File: src/rtl/i2c_regfile_defs.vh
// Shared constants for the I2C register-file controller.
//   ST_IDLE / ST_GET_PTR / ST_WR_DATA : FSM state encodings
//   PTR_W                             : register pointer width in bits
`ifndef I2C_REGFILE_DEFS_VH
`define I2C_REGFILE_DEFS_VH

`define ST_IDLE    2'd0
`define ST_GET_PTR 2'd1
`define ST_WR_DATA 2'd2
`define PTR_W      8

`endif

File: src/rtl/i2c_regfile_ctrl_pkg.sv
// Package for the I2C register-file controller: state type, pointer width
// and the pointer auto-increment rule shared by the write and read paths.
`include "i2c_regfile_defs.vh"

package i2c_regfile_ctrl_pkg;

  localparam int PTR_W = `PTR_W;

  typedef enum logic [1:0] {
    ST_IDLE    = `ST_IDLE,
    ST_GET_PTR = `ST_GET_PTR,
    ST_WR_DATA = `ST_WR_DATA
  } state_t;

  // Pointer increments modulo num_regs; a pointer already past the end
  // (set by the master) also lands on 0.
  function automatic logic [PTR_W-1:0] ptr_advance(input logic [PTR_W-1:0] p,
                                                   input int num_regs);
    if (int'(p) >= num_regs - 1) return '0;
    return p + PTR_W'(1);
  endfunction

endpackage

File: src/rtl/i2c_bus_cond_detect.sv
// START/STOP condition detector for raw I2C pins.
// Ports:
//   clk, rst_n   : clock, synchronous active-low reset
//   scl_in       : raw SCL pin level
//   sda_in       : raw SDA pin level
//   start_pulse  : one-cycle pulse, SDA fell while SCL high
//   stop_pulse   : one-cycle pulse, SDA rose while SCL high
// Each pin passes through a 2-flop synchronizer plus a previous-sample flop;
// the registered pulse appears 3 clk after the pin change.
module i2c_bus_cond_detect (
  input  logic clk,
  input  logic rst_n,
  input  logic scl_in,
  input  logic sda_in,
  output logic start_pulse,
  output logic stop_pulse
);

  logic scl_s1_reg, scl_s2_reg, scl_prev_reg;
  logic sda_s1_reg, sda_s2_reg, sda_prev_reg;
  logic start_reg, stop_reg;
  logic scl_high;

  // SCL must be high in both the current and previous sample so that an
  // SDA edge coinciding with an SCL edge is not mistaken for a condition.
  assign scl_high = scl_s2_reg && scl_prev_reg;

  always_ff @(posedge clk) begin
    if (!rst_n) begin
      // Idle bus level is high on both lines.
      scl_s1_reg   <= 1'b1;
      scl_s2_reg   <= 1'b1;
      scl_prev_reg <= 1'b1;
      sda_s1_reg   <= 1'b1;
      sda_s2_reg   <= 1'b1;
      sda_prev_reg <= 1'b1;
      start_reg    <= 1'b0;
      stop_reg     <= 1'b0;
    end else begin
      scl_s1_reg   <= scl_in;
      scl_s2_reg   <= scl_s1_reg;
      scl_prev_reg <= scl_s2_reg;
      sda_s1_reg   <= sda_in;
      sda_s2_reg   <= sda_s1_reg;
      sda_prev_reg <= sda_s2_reg;
      start_reg    <= scl_high && sda_prev_reg && !sda_s2_reg;
      stop_reg     <= scl_high && !sda_prev_reg && sda_s2_reg;
    end
  end

  assign start_pulse = start_reg;
  assign stop_pulse  = stop_reg;

endmodule

File: src/rtl/i2c_regfile_ctrl.sv
// EEPROM-style register file behind a 7-bit I2C slave user interface.
// Ports:
//   clk, rst_n        : clock, synchronous active-low reset
//   scl_in, sda_in    : raw bus pins, watched for START/STOP
//   read_req          : slave is fetching a byte (ptr advances)
//   data_to_master    : registered reg[ptr], next byte for the slave to send
//   data_valid        : slave received a byte on data_from_master
//   data_from_master  : received byte
//   status_in         : read-only register values, reg NUM_RW at LSBs
//   regs_out          : R/W register contents, reg 0 at LSBs
//   wr_stb/addr/data  : one-cycle write notification for R/W registers
//   ptr               : current register pointer
module i2c_regfile_ctrl
  import i2c_regfile_ctrl_pkg::*;
#(
  parameter int         NUM_REGS  = 16,
  parameter int         NUM_RW    = 8,
  parameter logic [7:0] RESET_VAL = 8'h00,
  parameter logic [7:0] OOR_VAL   = 8'hFF
) (
  input  logic                            clk,
  input  logic                            rst_n,
  input  logic                            scl_in,
  input  logic                            sda_in,
  input  logic                            read_req,
  output logic [7:0]                      data_to_master,
  input  logic                            data_valid,
  input  logic [7:0]                      data_from_master,
  input  logic [8*(NUM_REGS-NUM_RW)-1:0]  status_in,
  output logic [8*NUM_RW-1:0]             regs_out,
  output logic                            wr_stb,
  output logic [7:0]                      wr_addr,
  output logic [7:0]                      wr_data,
  output logic [7:0]                      ptr
);

  localparam int PTR_SPAN = 2**PTR_W;

  logic start_pulse, stop_pulse;

  state_t           state_reg, state_next;
  logic [PTR_W-1:0] ptr_reg, ptr_next;
  logic             wr_en;

  logic [7:0] regs_reg [NUM_RW];
  logic [7:0] rd_arr   [PTR_SPAN];
  logic [7:0] data_to_master_reg;
  logic       wr_stb_reg;
  logic [7:0] wr_addr_reg, wr_data_reg;

  i2c_bus_cond_detect u_bus_cond (
    .clk         (clk),
    .rst_n       (rst_n),
    .scl_in      (scl_in),
    .sda_in      (sda_in),
    .start_pulse (start_pulse),
    .stop_pulse  (stop_pulse)
  );

  always_ff @(posedge clk) begin
    if (!rst_n) begin
      state_reg <= ST_IDLE;
      ptr_reg   <= '0;
    end else begin
      state_reg <= state_next;
      ptr_reg   <= ptr_next;
    end
  end

  always_comb begin
    state_next = state_reg;
    ptr_next   = ptr_reg;
    wr_en      = 1'b0;
    // A received byte takes priority over a concurrent read_req, so the
    // pointer moves only once.
    if (data_valid && state_reg != ST_IDLE) begin
      case (state_reg)
        ST_GET_PTR: begin
          ptr_next   = data_from_master;
          state_next = ST_WR_DATA;
        end
        ST_WR_DATA: begin
          wr_en    = int'(ptr_reg) < NUM_RW;
          ptr_next = ptr_advance(ptr_reg, NUM_REGS);
        end
        default: ;
      endcase
    end else if (read_req) begin
      ptr_next = ptr_advance(ptr_reg, NUM_REGS);
    end
    // Bus conditions override whatever the byte action chose for the state.
    if (start_pulse) begin
      state_next = ST_GET_PTR;
    end else if (stop_pulse) begin
      state_next = ST_IDLE;
    end
  end

  always_ff @(posedge clk) begin
    if (!rst_n) begin
      for (int i = 0; i < NUM_RW; i++) regs_reg[i] <= RESET_VAL;
      wr_stb_reg  <= 1'b0;
      wr_addr_reg <= '0;
      wr_data_reg <= '0;
    end else begin
      wr_stb_reg <= wr_en;
      if (wr_en) begin
        wr_addr_reg <= ptr_reg;
        wr_data_reg <= data_from_master;
      end
      for (int i = 0; i < NUM_RW; i++) begin
        if (wr_en && ptr_reg == PTR_W'(i)) regs_reg[i] <= data_from_master;
      end
    end
  end

  // Full pointer-space read map: R/W regs, then status, then OOR filler.
  genvar gi;
  generate
    for (gi = 0; gi < PTR_SPAN; gi++) begin : g_rd
      if (gi < NUM_RW) begin : g_rw
        assign rd_arr[gi] = regs_reg[gi];
      end else if (gi < NUM_REGS) begin : g_ro
        assign rd_arr[gi] = status_in[(gi-NUM_RW)*8 +: 8];
      end else begin : g_oor
        assign rd_arr[gi] = OOR_VAL;
      end
    end

    for (gi = 0; gi < NUM_RW; gi++) begin : g_out
      assign regs_out[gi*8 +: 8] = regs_reg[gi];
    end
  endgenerate

  // Registered every cycle so the byte at ptr is already stable when the
  // slave raises read_req.
  always_ff @(posedge clk) begin
    if (!rst_n) data_to_master_reg <= RESET_VAL;
    else        data_to_master_reg <= rd_arr[ptr_reg];
  end

  assign data_to_master = data_to_master_reg;
  assign wr_stb         = wr_stb_reg;
  assign wr_addr        = wr_addr_reg;
  assign wr_data        = wr_data_reg;
  assign ptr            = ptr_reg;

endmodule

File: config.mk
export PLATFORM = sky130hd
export DESIGN_NAME = i2c_regfile_ctrl
export DESIGN_NICKNAME = d
export VERILOG_FILES = /design/src/rtl/i2c_regfile_ctrl_pkg.sv /design/src/rtl/i2c_bus_cond_detect.sv /design/src/rtl/i2c_regfile_ctrl.sv
export VERILOG_INCLUDE_DIRS = /design/src /design/src/rtl
export SDC_FILE = /design/constraint.sdc
export NUM_CORES = 1
export LEC_CHECK = 0
export CORE_AREA = 5 5 123 96
export DETAILED_ROUTE_END_ITERATION = 8
export DIE_AREA = 0 0 128 101
export PLACE_DENSITY = 0.83
export REMOVE_ABC_BUFFERS = 1
export SLEW_MARGIN = 10
export SYNTH_ARGS = -nofsm -noshare
export SYNTH_HDL_FRONTEND = slang
export SYNTH_HIERARCHICAL = 1
export SYNTH_SLANG_ARGS = --single-unit
File: constraint.sdc
create_clock -name clk -period 7 [get_ports clk]
set_input_delay 1.4 -clock clk [delete_from_list [all_inputs] [get_ports clk]]
set_output_delay 1.4 -clock clk [all_outputs]
set_load 0.005 [all_outputs]
# Yosys cells after proc, flatten, opt, wreduce, memory -nomap -nowiden
# Memory sizes are Yosys's and may differ from the RTL's.
# Index checks and enable logic that the tools add are counted.
# word_totals
ff_bits	43
ram_bits	64
in_bits	78
output_inout_bits	97
elab_cells	118
memories	1
# mem_list
memory	depth	word_bits	rd	rd_clocked_by_memory_dff	write_ports	line_no	text
regs_reg	8	8	8	0	8	i2c_regfile_ctrl.sv:45	logic [7:0] regs_reg [NUM_RW];
# classes
add_sub_neg	1
magnitude_cmp	3
n_eq_ne	10
muxes	53
bitwise_logic	10
n_reduce_logical	25
# ops
cell	count
8-bit 2-to-1 mux	15
8-bit binary-select mux with 8-bit select	1
1-bit 2-to-1 mux	36
8-bit by 3-bit == test with 1-bit output, second input constant	4
8-bit by 2-bit == test with 1-bit output, second input constant	2
8-bit one-hot mux with 2 select lines	1
1-bit logical AND	14
9-bit greater-or-equal comparator, second input constant	1
8-bit inverter with 9-bit output	1
8-bit by 1-bit adder with 8-bit output, second input constant	1
8-bit by 1-bit == test with 1-bit output, second input constant	1
8-bit by 4-bit greater-or-equal comparator with 1-bit output, second input constant	1
8-bit zero test	1
8-bit by 4-bit < comparator with 1-bit output, second input constant	1
1-bit bitwise OR	8
2-bit AND reduction	3
3-bit nonzero test	2
2-bit nonzero test	2
3-bit by 1-bit inequality test with 1-bit output, second input constant	1
3-bit OR reduction	1
2-bit by 1-bit == test with 1-bit output, second input constant	1
2-bit == test, second input constant	1
1-bit zero test	2
1-bit inverter	1

# Longest topological paths before layout
# Gate-level depths: netlist (run 1).
# logic_depth
word_depth	8
ltp_mapped	7
depth_no_buf	5

# Modules after synthesis
# The synthesis (run 1) kept the hierarchy.
# by_module_without_submodules
mod	n_inst	cells_per_inst	area_each_um2	seq_area_each_um2
i2c_regfile_ctrl	1	400	4631.9	2622.5
i2c_bus_cond_detect	1	19	225.2	160.2

# Worst setup path before layout (run 1)
# OpenSTA, ideal clock, no wires.
# synth_timing
path_kind	input to register
from	input port data_valid
to	memory regs_reg[6][0] (netlist: regs_reg[1][16]), enable pin
arrival_ns	2.450
t_required_ns	6.657
path_slack_ns	4.207
stages	5
n_path_buf	2
cell_sequence	nand3b_1 or3_1 buf_6 buf_6 o21ai_2
# synth_rtl
element	line_no	text
from (decl)	i2c_regfile_ctrl.sv:27	input logic data_valid,
to (decl)	i2c_regfile_ctrl.sv:45	

==> flow_summary.yaml, run 1 <==
layout:
  layout_commonest_cell: "clkdlybuf4s50_1"
  finalNonFillerCells: 728
  area_growth_pct: 43.6
  nets: 665
  layout_common_cells: "clkdlybuf4s50_1 (174), edfxtp_1 (64), nor2_1 (54)"
  num-fill-cells: 807
  multi_input_area_um2: 1900
  largest_register_ffs: 64
  drive_gt1_share_pct: 7.82
  antennaDiodeCount: 0
  seq_area_um2: 2780
drt:
  viasPerCell: 5.51
  routed_wirelength_um: 15000
  first_pass_iters: 5
  antenna_left: 0
  num_vias: 4008
  drt-initial-drc-count: 386
  drc: 0
  wl_per_cell_um: 20.7
synthesis:
  async_flop_share_pct: 0
  seq_area_frac_synth_pct: 57.3
  ys.flop_type: "edfxtp_1"
  synth_largest_area_cell: "edfxtp_1"
  synth.area.top_cells: "edfxtp_1 (40%), dfxtp_1 (18%), mux4_2 (7.9%)"
  synth_top_area_share_pct: 39.6
  syn_area_um2: 4860
  syn_inst: 419
  ys_ff_latch: 107
  synth_edf_count: 64
  yosys.cell_types.count: 43
  synth_area_per_cell_um2: 11.6
  yosysWarnings: 6
global_routing:
  antenna_found_initial: 0
  met3_usage_pct: 8.58
  grt_pass1_wl_um: 22300
  gr-usage-all-layers_pct: 22.8
  grt-ovfl-total: 0
  globalRouteMet1Util_pct: 29.0
  grt_pass1_vias: 3904
  gr-usage-met2_pct: 37.7
  grt_max_degree: 51
  grt.busiest_layer: "met2"
critical_path:
  crit_path_end: "regs_reg[1][14]"
  r2r-end: "regs_reg[1][14]"
  crit_required_ns: 7.02
  r2r_cells: 4
  startpoint_type: "primary input"
  r2r-start: "ptr[4]"
  critPathLaunch: "data_valid"
  path_class: "primary input to flip-flop"
  crit_arrival_ns: 3.66
  critPathMaxFanout: 13
  r2r_slack_ns: 4.14
  end_kind: "flip-flop"
timing:
  drv_slew: 0
  finalCritPeriodShare_pct: 52.1
  finClkSkew_ns: 0.00562
  setup_viol: 0
  setup_tns_ns: 0
  tightest_slew_ns: 0.963
  grt_setup_unrepaired: "false"
  min_period_ns: 3.65
  fmax_mhz: 274
  hold_viol: 0
  slew_headroom_pct: 35.7
placement:
  place_inst: 712
  io_buffers: 174
  gp_congestion: 0.909
  dp.final_hpwl_um: 11400
floorplan:
  design.core.area_um2: 10600
  die_area_um2: 12900
  start_util_pct: 46.0
  ios: 175
  row_count: 33
  chipWidth_um: 128
  chipHeight_um: 101
flow_run:
  drv_cap: 0
power_and_ir_drop:
  p_leak_nw: 2.53
  p_total_mw: 1.45
  power.density_nw_per_um2: 209
  vdd_drop_max_v: 0.000132
clock_network:
  numCtsBuffers: 9
  clk_latency_ns: 0.35
  post-cts-setup-buffers: 0
  htreeDepth: 3
  clk_pin_slew_ns: 0.07
  cts_resized: 0
  cts_sinks: 107
  cts_root_buf: "clkbuf_16"
  postCtsHoldBufs: 0
  tritoncts: "built"
  cts_buffer_depth: 2
hold_path:
  hp-class: "flip-flop to flip-flop"
outcome:
  status: "complete, no violations"
==> stage by stage <==
step / area (µm²) / setup slack [ns] / hold slack (ns) / util, %
after CTS: 6980 / 3.37 / 0.417 / 66.0
after floorplan: 4730 / 3.96 / 0.385 / -
after detailed placement: 6670 / 3.03 / 0.391 / 63.1
final: 6980 / 3.35 / 0.413 / 66.0
after global routing: 6980 / 3.22 / 0.436 / 66.0
after global placement: 6670 / 3.18 / 0.389 / 63.1
==> worst min path at each step <==
stage	from	cells past startpoint	end
6_report	u_bus_cond/sda_s1_reg	1	u_bus_cond/sda_s2_reg
5_1_grt	u_bus_cond/sda_prev_reg	1	u_bus_cond/stop_pulse
4_1_cts	u_bus_cond/sda_s1_reg	1	u_bus_cond/sda_s2_reg
3_5_place_dp	u_bus_cond/scl_s1_reg	1	u_bus_cond/scl_s2_reg
3_3_place_gp	u_bus_cond/sda_s1_reg	1	u_bus_cond/sda_s2_reg
2_1_floorplan	u_bus_cond/scl_s1_reg	1	u_bus_cond/scl_s2_reg
==> worst max-delay path: stages <==
cell and delay [ns]:
clkdlybuf4s50_1 0.55, nand3b_1 0.19, nor3_2 0.67, nand3_1 0.42, nand2_1 0.42
==> routing by layer <==
| layer | part of all wire [%] | vias up |
|---|---|---|
| met1 | 40 | 1909 |
| met3 | 12 | 20 |
| met2 | 47 | 237 |
| met4 | 1.1 | 0 |
| met5 | 0 | - |
| li1 | - | 1842 |
==> Yosys cell counts, types with 3 or more instances <==
library cell  number
edfxtp_1          64
nand2_2            4
inv_1             13
nor2_1            54
a21oi_1           28
mux4_2            17
clkbuf_1          12
or2b_1             5
nand2_1           51
dfxtp_1           43
mux2i_1           36
a31oi_1            9
and3_1             6
buf_2              9
a22oi_1            8
o21ai_0           12
nand2b_1           3
buf_6              3
nand3b_1           3
nor3_1             3
ha_1               4
nand3_1            7
==> cell families after synthesis <==
group / Yosys count / synth area share (%)
and+or+nand+nor: 148 / 14.2
DFF: 107 / 57.3
AOI/OAI and AO/OA: 68 / 8.35
muxes: 54 / 15.5
buffers and inverters: 38 / 3.63
adders and majority gates: 4 / 1.03
==> report_power, final <==
| part | total [mW] | switching, mW | internal (mW) |
|---|---|---|---|
| Sequential | 0.715 | 0.0209 | 0.694 |
| Clock | 0.512 | 0.230 | 0.283 |
| Combinational | 0.227 | 0.0970 | 0.130 |
| Total | 1.45 | 0.348 | 1.11 |
==> layout make-up <==
type,count,area share [%]
Clock buffer,10,3.28
Sequential cell,107,39.9
Clock inverter,6,1.04
Multi-Input combinational cell,274,27.2
Tap cell,140,2.51
Inverter,14,0.753
Timing Repair Buffer,177,25.3
(Power assumes the default switching activity.)
==> run 2, diff against run 1 <==
--- a/config.mk
+++ b/config.mk
@@ -6,10 +6,10 @@
 export SDC_FILE = /design/constraint.sdc
 export NUM_CORES = 1
 export LEC_CHECK = 0
-export CORE_AREA = 5 5 123 96
+export CORE_AREA = 5 5 132 103
 export DETAILED_ROUTE_END_ITERATION = 8
-export DIE_AREA = 0 0 128 101
-export PLACE_DENSITY = 0.83
+export DIE_AREA = 0 0 137 108
+export PLACE_DENSITY = 0.76
 export REMOVE_ABC_BUFFERS = 1
 export SLEW_MARGIN = 10
 export SYNTH_ARGS = -nofsm -noshare
==> constraint.sdc (replaced) <==
create_clock -name clk -period 3 [get_ports clk]
set_input_delay 0.6 -clock clk [delete_from_list [all_inputs] [get_ports clk]]
set_output_delay 0.6 -clock clk [all_outputs]
set_load 0.005 [all_outputs]
==> run 2 against run 1 <==
  * Sequential share of layout area down 0.63 points
  * Cell count up 4.7%
  * First-iteration DRC count down 19%
  * Total power up 130%
  * Register-to-register slack worse by 3.4 ns
  * Critical endpoint is now regs_reg[0][28]
  * Global-route usage down 2.1 points
  * Count of clock-buffer cells in the layout up 2
  * Combinational power up 130%
  * Via count up 0.30%
  * Setup slack worse by 2.7 ns
==> flow_summary.yaml, run 2 (synthesis results as in run 1) <==
outcome:
  status: "complete, no violations"
drt:
  drc: 0
  routed_wirelength_um: 15700
  viasPerCell: 5.28
  wl_per_cell_um: 20.6
  wl_met1_um: 6370
  first_pass_iters: 5
  wl_met3_um: 1580
  drt-initial-drc-count: 312
  top_layer: "met4"
  dr_wl_met2_um: 7580
  antenna_left: 0
  num_vias: 4020
floorplan:
  start_util_pct: 40.3
  die_area_um2: 14800
  row_count: 35
  design.core.area_um2: 12000
  chipWidth_um: 137
  ios: 175
  chipHeight_um: 108
timing:
  finalCritPeriodShare_pct: 77.0
  min_period_ns: 2.31
  finClkSkew_ns: 0.00824
  hold_ws_ns: 0.414
  grt_setup_unrepaired: "false"
  fmax_mhz: 433
  hold_viol: 0
  tightest_slew_ns: 0.660
  drv_slew: 0
  slew_headroom_pct: 55.9
  setup_viol: 0
critical_path:
  crit_path_end: "regs_reg[0][28]"
  critPathMaxFanout: 9
  critPathLaunch: "data_valid"
  slowest_delay_ns: 0.56
  critPathBufInv: 1
  r2r_cells: 4
  crit_required_ns: 3.01
  r2r-end: "regs_reg[0][28]"
  r2r_slack_ns: 0.71
  end_kind: "flip-flop"
  crit_arrival_ns: 2.32
  crit_slowest_cell: "clkdlybuf4s50_1"
  cp.depth: 5
  path_cells: "clkdlybuf4s50_1, nand3b_1, nor4_4, nand2_2, nand2_1"
  crit_family: "simple AND/OR/NAND/NOR gates"
  startpoint_type: "primary input"
  r2r-start: "ptr[5]"
  path_class: "primary input to flip-flop"
global_routing:
  grt_max_degree: 30
  grt_pass1_wl_um: 23100
  antenna_found_initial: 0
  gr-usage-all-layers_pct: 20.7
  grt_pass1_vias: 4209
  grt-ovfl-total: 0
layout:
  num-fill-cells: 989
  final_util_pct: 58.8
  finalNonFillerCells: 762
  antennaDiodeCount: 0
  area_growth_pct: 45.9
  layout_commonest_cell: "clkdlybuf4s50_1"
  layout_common_cells: "clkdlybuf4s50_1 (174), edfxtp_1 (64), nor2_1 (54)"
  drive_gt1_share_pct: 9.40
  nets: 674
  largest_register_ffs: 64
clock_network:
  cts_sinks: 107
  htreeDepth: 3
  clk_pin_slew_ns: 0.07
  postCtsHoldBufs: 0
  cts_buffer_depth: 2
  numCtsBuffers: 9
  clk_latency_ns: 0.34
  tritoncts: "built"
  cts_root_buf: "clkbuf_16"
  cts_resized: 0
  post-cts-setup-buffers: 0
placement:
  dp.final_hpwl_um: 12200
  io_buffers: 174
  gp_congestion: 0.856
  place_inst: 747
power_and_ir_drop:
  p_leak_nw: 2.59
  p_sw_uw: 790
  p_comb_share_pct: 15.6
  power.density_nw_per_um2: 482
  seqPwrFrac_pct: 49.1
  p_total_mw: 3.42
  switching_share_pct: 23.1
  clkPwrFrac_pct: 35.3
  internal-power_mw: 2.63
  vdd_drop_max_v: 0.000319
hold_path:
  hp-class: "flip-flop to flip-flop"
  hp-start: "u_bus_cond/scl_s1_reg"
flow_run:
  drv_cap: 0
run 2: stage by stage:
step                area (µm²)  setup TNS [ns]  worst slack (ns)
finish                    7090               0             0.689
global route              7090               0             0.602
CTS                       7090               0             0.714
detailed placement        6770               0             0.362
global placement          6770               0             0.447
floorplan                 4730          -0.548           -0.0355
run 2: area by class of cell:
class,count,area [µm²],share of cell area (%)
Clock buffer,12,278,3.92
Clock inverter,3,35.0,0.494
Inverter,14,52.6,0.742
Multi-Input combinational cell,274,1900,26.8
Sequential cell,107,2780,39.3
Tap cell,166,208,2.93
Timing Repair Buffer,186,1830,25.8
run 2: metal layers:
layer	vias to the layer above	GRT usage, %
met5	-	0
li1	1857	-
met1	1960	25.7
met3	14	6.65
met4	0	3.85
met2	189	35.8
run 2: worst register-to-register path, stage by stage (launching register included):
cell     delay (ns)
dfxtp_1        0.34
or4_4          0.61
nor4_4         0.45
nand2_2        0.22
nand2_1        0.34
run 2: worst min-delay path by stage:
stage | end | slack [ns] | cells after the start
finish | u_bus_cond/scl_s2_reg | 0.41 | 1
global route | u_bus_cond/scl_s2_reg | 0.43 | 1
CTS | u_bus_cond/scl_s2_reg | 0.41 | 1
detailed placement | u_bus_cond/scl_s2_reg | 0.40 | 1
global placement | u_bus_cond/scl_s2_reg | 0.39 | 1
floorplan | u_bus_cond/scl_s2_reg | 0.38 | 1
run 2: power groups by stage:
stage               logic [mW]  registers [mW]  clock network [mW]
finish                   0.533            1.68                1.21
global route             0.567            1.68                1.27
CTS                      0.535            1.68                1.22
detailed placement       0.533            1.71                   0
global placement         0.524            1.71                   0
floorplan                0.196            1.72                   0
==> run 3, diff against run 2 <==
--- a/config.mk
+++ b/config.mk
@@ -6,10 +6,10 @@
 export SDC_FILE = /design/constraint.sdc
 export NUM_CORES = 1
 export LEC_CHECK = 0
-export CORE_AREA = 5 5 132 103
+export CORE_AREA = 5 5 126 98
 export DETAILED_ROUTE_END_ITERATION = 8
-export DIE_AREA = 0 0 137 108
-export PLACE_DENSITY = 0.76
+export DIE_AREA = 0 0 131 103
+export PLACE_DENSITY = 0.8
 export REMOVE_ABC_BUFFERS = 1
 export SLEW_MARGIN = 10
 export SYNTH_ARGS = -nofsm -noshare
==> constraint.sdc (replaced) <==
create_clock -name clk -period 2.25 [get_ports clk]
set_input_delay 0.45 -clock clk [delete_from_list [all_inputs] [get_ports clk]]
set_output_delay 0.45 -clock clk [all_outputs]
set_load 0.005 [all_outputs]
==> run 3 against run 2 <==
  * Clock power increased by 35%
  * Critical path depth unchanged
  * First-iteration DRC count decreased by 2.2%
  * Non-clock buffer count increased by 17
  * Via count up 2.6%
  * Worst hold slack is essentially flat
  * Total power is 34% higher
  * Flip-flop and latch count is the same
  * Cell count shrank 0.52%
  * Sequential share of layout area shrank 0.66 points
  * Die area shrank 8.8%
  * Critical path type is now flip-flop to flip-flop
  * Largest cell class unchanged
==> flow_summary.yaml, run 3 (synthesis results as in run 1) <==
drt:
  num_vias: 4123
  wl_per_cell_um: 20.1
  routed_wirelength_um: 15300
  first_pass_iters: 6
  antenna_left: 0
  drt-initial-drc-count: 305
  viasPerCell: 5.44
  drc: 0
floorplan:
  die_area_um2: 13500
  chipHeight_um: 103
  start_util_pct: 43.6
  chipWidth_um: 131
  design.core.area_um2: 11100
  ios: 175
  row_count: 34
power_and_ir_drop:
  p_leak_nw: 2.67
  vdd_drop_max_v: 0.000380
  power.density_nw_per_um2: 638
global_routing:
  grt_pass1_vias: 4118
  grt_pass1_wl_um: 22600
  grt-ovfl-total: 0
  antenna_found_initial: 0
  grt_max_degree: 23
  gr-usage-all-layers_pct: 22.4
critical_path:
  path_class: "flip-flop to flip-flop"
  r2r_cells: 5
  r2r-end: "regs_reg[0][28]"
  crit_arrival_ns: 2.11
  critPathMaxFanout: 9
  critPathLaunch: "ptr[4]"
  r2r-start: "ptr[4]"
  crit_path_end: "regs_reg[0][28]"
  crit_required_ns: 2.25
  startpoint_type: "flip-flop"
  end_kind: "flip-flop"
  r2r_slack_ns: 0.14
layout:
  layout_common_cells: "clkdlybuf4s50_1 (174), edfxtp_1 (64), nor2_1 (54)"
  final_util_pct: 64.7
  area_growth_pct: 48.4
  largest_register_ffs: 64
  nets: 691
  antennaDiodeCount: 0
  num-fill-cells: 844
  drive_gt1_share_pct: 12.1
  layout_commonest_cell: "clkdlybuf4s50_1"
timing:
  finClkSkew_ns: 0.0105
  worst_slack_ns: 0.138
  fmax_mhz: 474
  hold_viol: 0
  finalCritPeriodShare_pct: 93.8
  tightest_slew_ns: 0.564
  drv_slew: 0
  min_period_ns: 2.11
  slew_headroom_pct: 62.3
  setup_viol: 0
  grt_setup_unrepaired: "false"
flow_run:
  drv_cap: 0
clock_network:
  post-cts-setup-buffers: 0
  cts_root_buf: "clkbuf_16"
  clk_pin_slew_ns: 0.07
  postCtsHoldBufs: 0
  numCtsBuffers: 9
  clk_latency_ns: 0.35
  tritoncts: "built"
  cts_sinks: 107
  htreeDepth: 3
  cts_buffer_depth: 2
  cts_resized: 0
placement:
  dpl_worst_slack_ns: 0.0505
  gp_congestion: 0.862
  io_buffers: 174
  dp.final_hpwl_um: 11900
outcome:
  status: "complete, no violations"
hold_path:
  hp-class: "flip-flop to flip-flop"
[run 3: cell types whose count changed in the layout (fill, tap and decap cells not counted)]
cell       change
buf_4         +16
buf_12         +1
inv_6          +2
bufinv_8       -1
clkbuf_8       -1
clkinv_4       -1
inv_4          +1
clkbuf_16      +1
[run 3: through the flow]
| step | total power, mW | cell area [µm²] | hold slack, ns | cells | setup TNS [ns] |
|---|---|---|---|---|---|
| 3_3_place_gp | 2.99 | 6890 | 0.387 | 742 | 0 |
| 6_report | 4.60 | 7210 | 0.413 | 758 | 0 |
| 2_1_floorplan | 2.55 | 4730 | 0.385 | 395 | -62.53 |
| 4_1_cts | 4.62 | 7210 | 0.416 | 758 | 0 |
| 3_5_place_dp | 3.01 | 6890 | 0.400 | 742 | 0 |
| 5_1_grt | 4.76 | 7210 | 0.429 | 758 | 0 |
[run 3: report_power, final]
part           leakage (nW)  internal, mW  switching [mW]
sequential             1.00          2.16          0.0656
clock                 0.160         0.927           0.705
combinational          1.51         0.430           0.309
[run 3: worst min path at each step]
stage                                      from                     to  cells past startpoint
after floorplan           u_bus_cond/scl_s1_reg  u_bus_cond/scl_s2_reg                      1
after global placement    u_bus_cond/scl_s1_reg  u_bus_cond/scl_s2_reg                      1
after detailed placement  u_bus_cond/scl_s1_reg  u_bus_cond/scl_s2_reg                      1
after CTS                 u_bus_cond/stop_pulse           state_reg[1]                      1
after global routing      u_bus_cond/stop_pulse           state_reg[1]                      1
final                     u_bus_cond/scl_s1_reg  u_bus_cond/scl_s2_reg                      1
[run 3: worst max-delay path, stage by stage (launching register included)]
cell and delay (ns):
dfxtp_1 0.33, or4_4 0.63, nor4_4 0.27, buf_4 0.17, nand2_2 0.05, nand2_1 0.31
[run 3: layer usage]
| metal | GRT usage, % | wire length (µm) | vias to the layer above |
|---|---|---|---|
| met1 | 27.8 | 5860 | 1986 |
| met4 | 4.03 | 129 | 0 |
| met5 | 0 | 0 | - |
| li1 | - | - | 1899 |
| met3 | 7.20 | 1770 | 10 |
| met2 | 38.9 | 7500 | 228 |
[run 3: layout make-up]
class,count,area (µm²),share of cell area [%]
flip-flops and latches,107,2780,38.6
repair buffers,203,1970,27.4
multi-input cells,274,1900,26.3
clock buffers,12,289,4.01
well taps,144,180,2.50
inverters,14,52.6,0.729
clock inverters,4,32.5,0.451
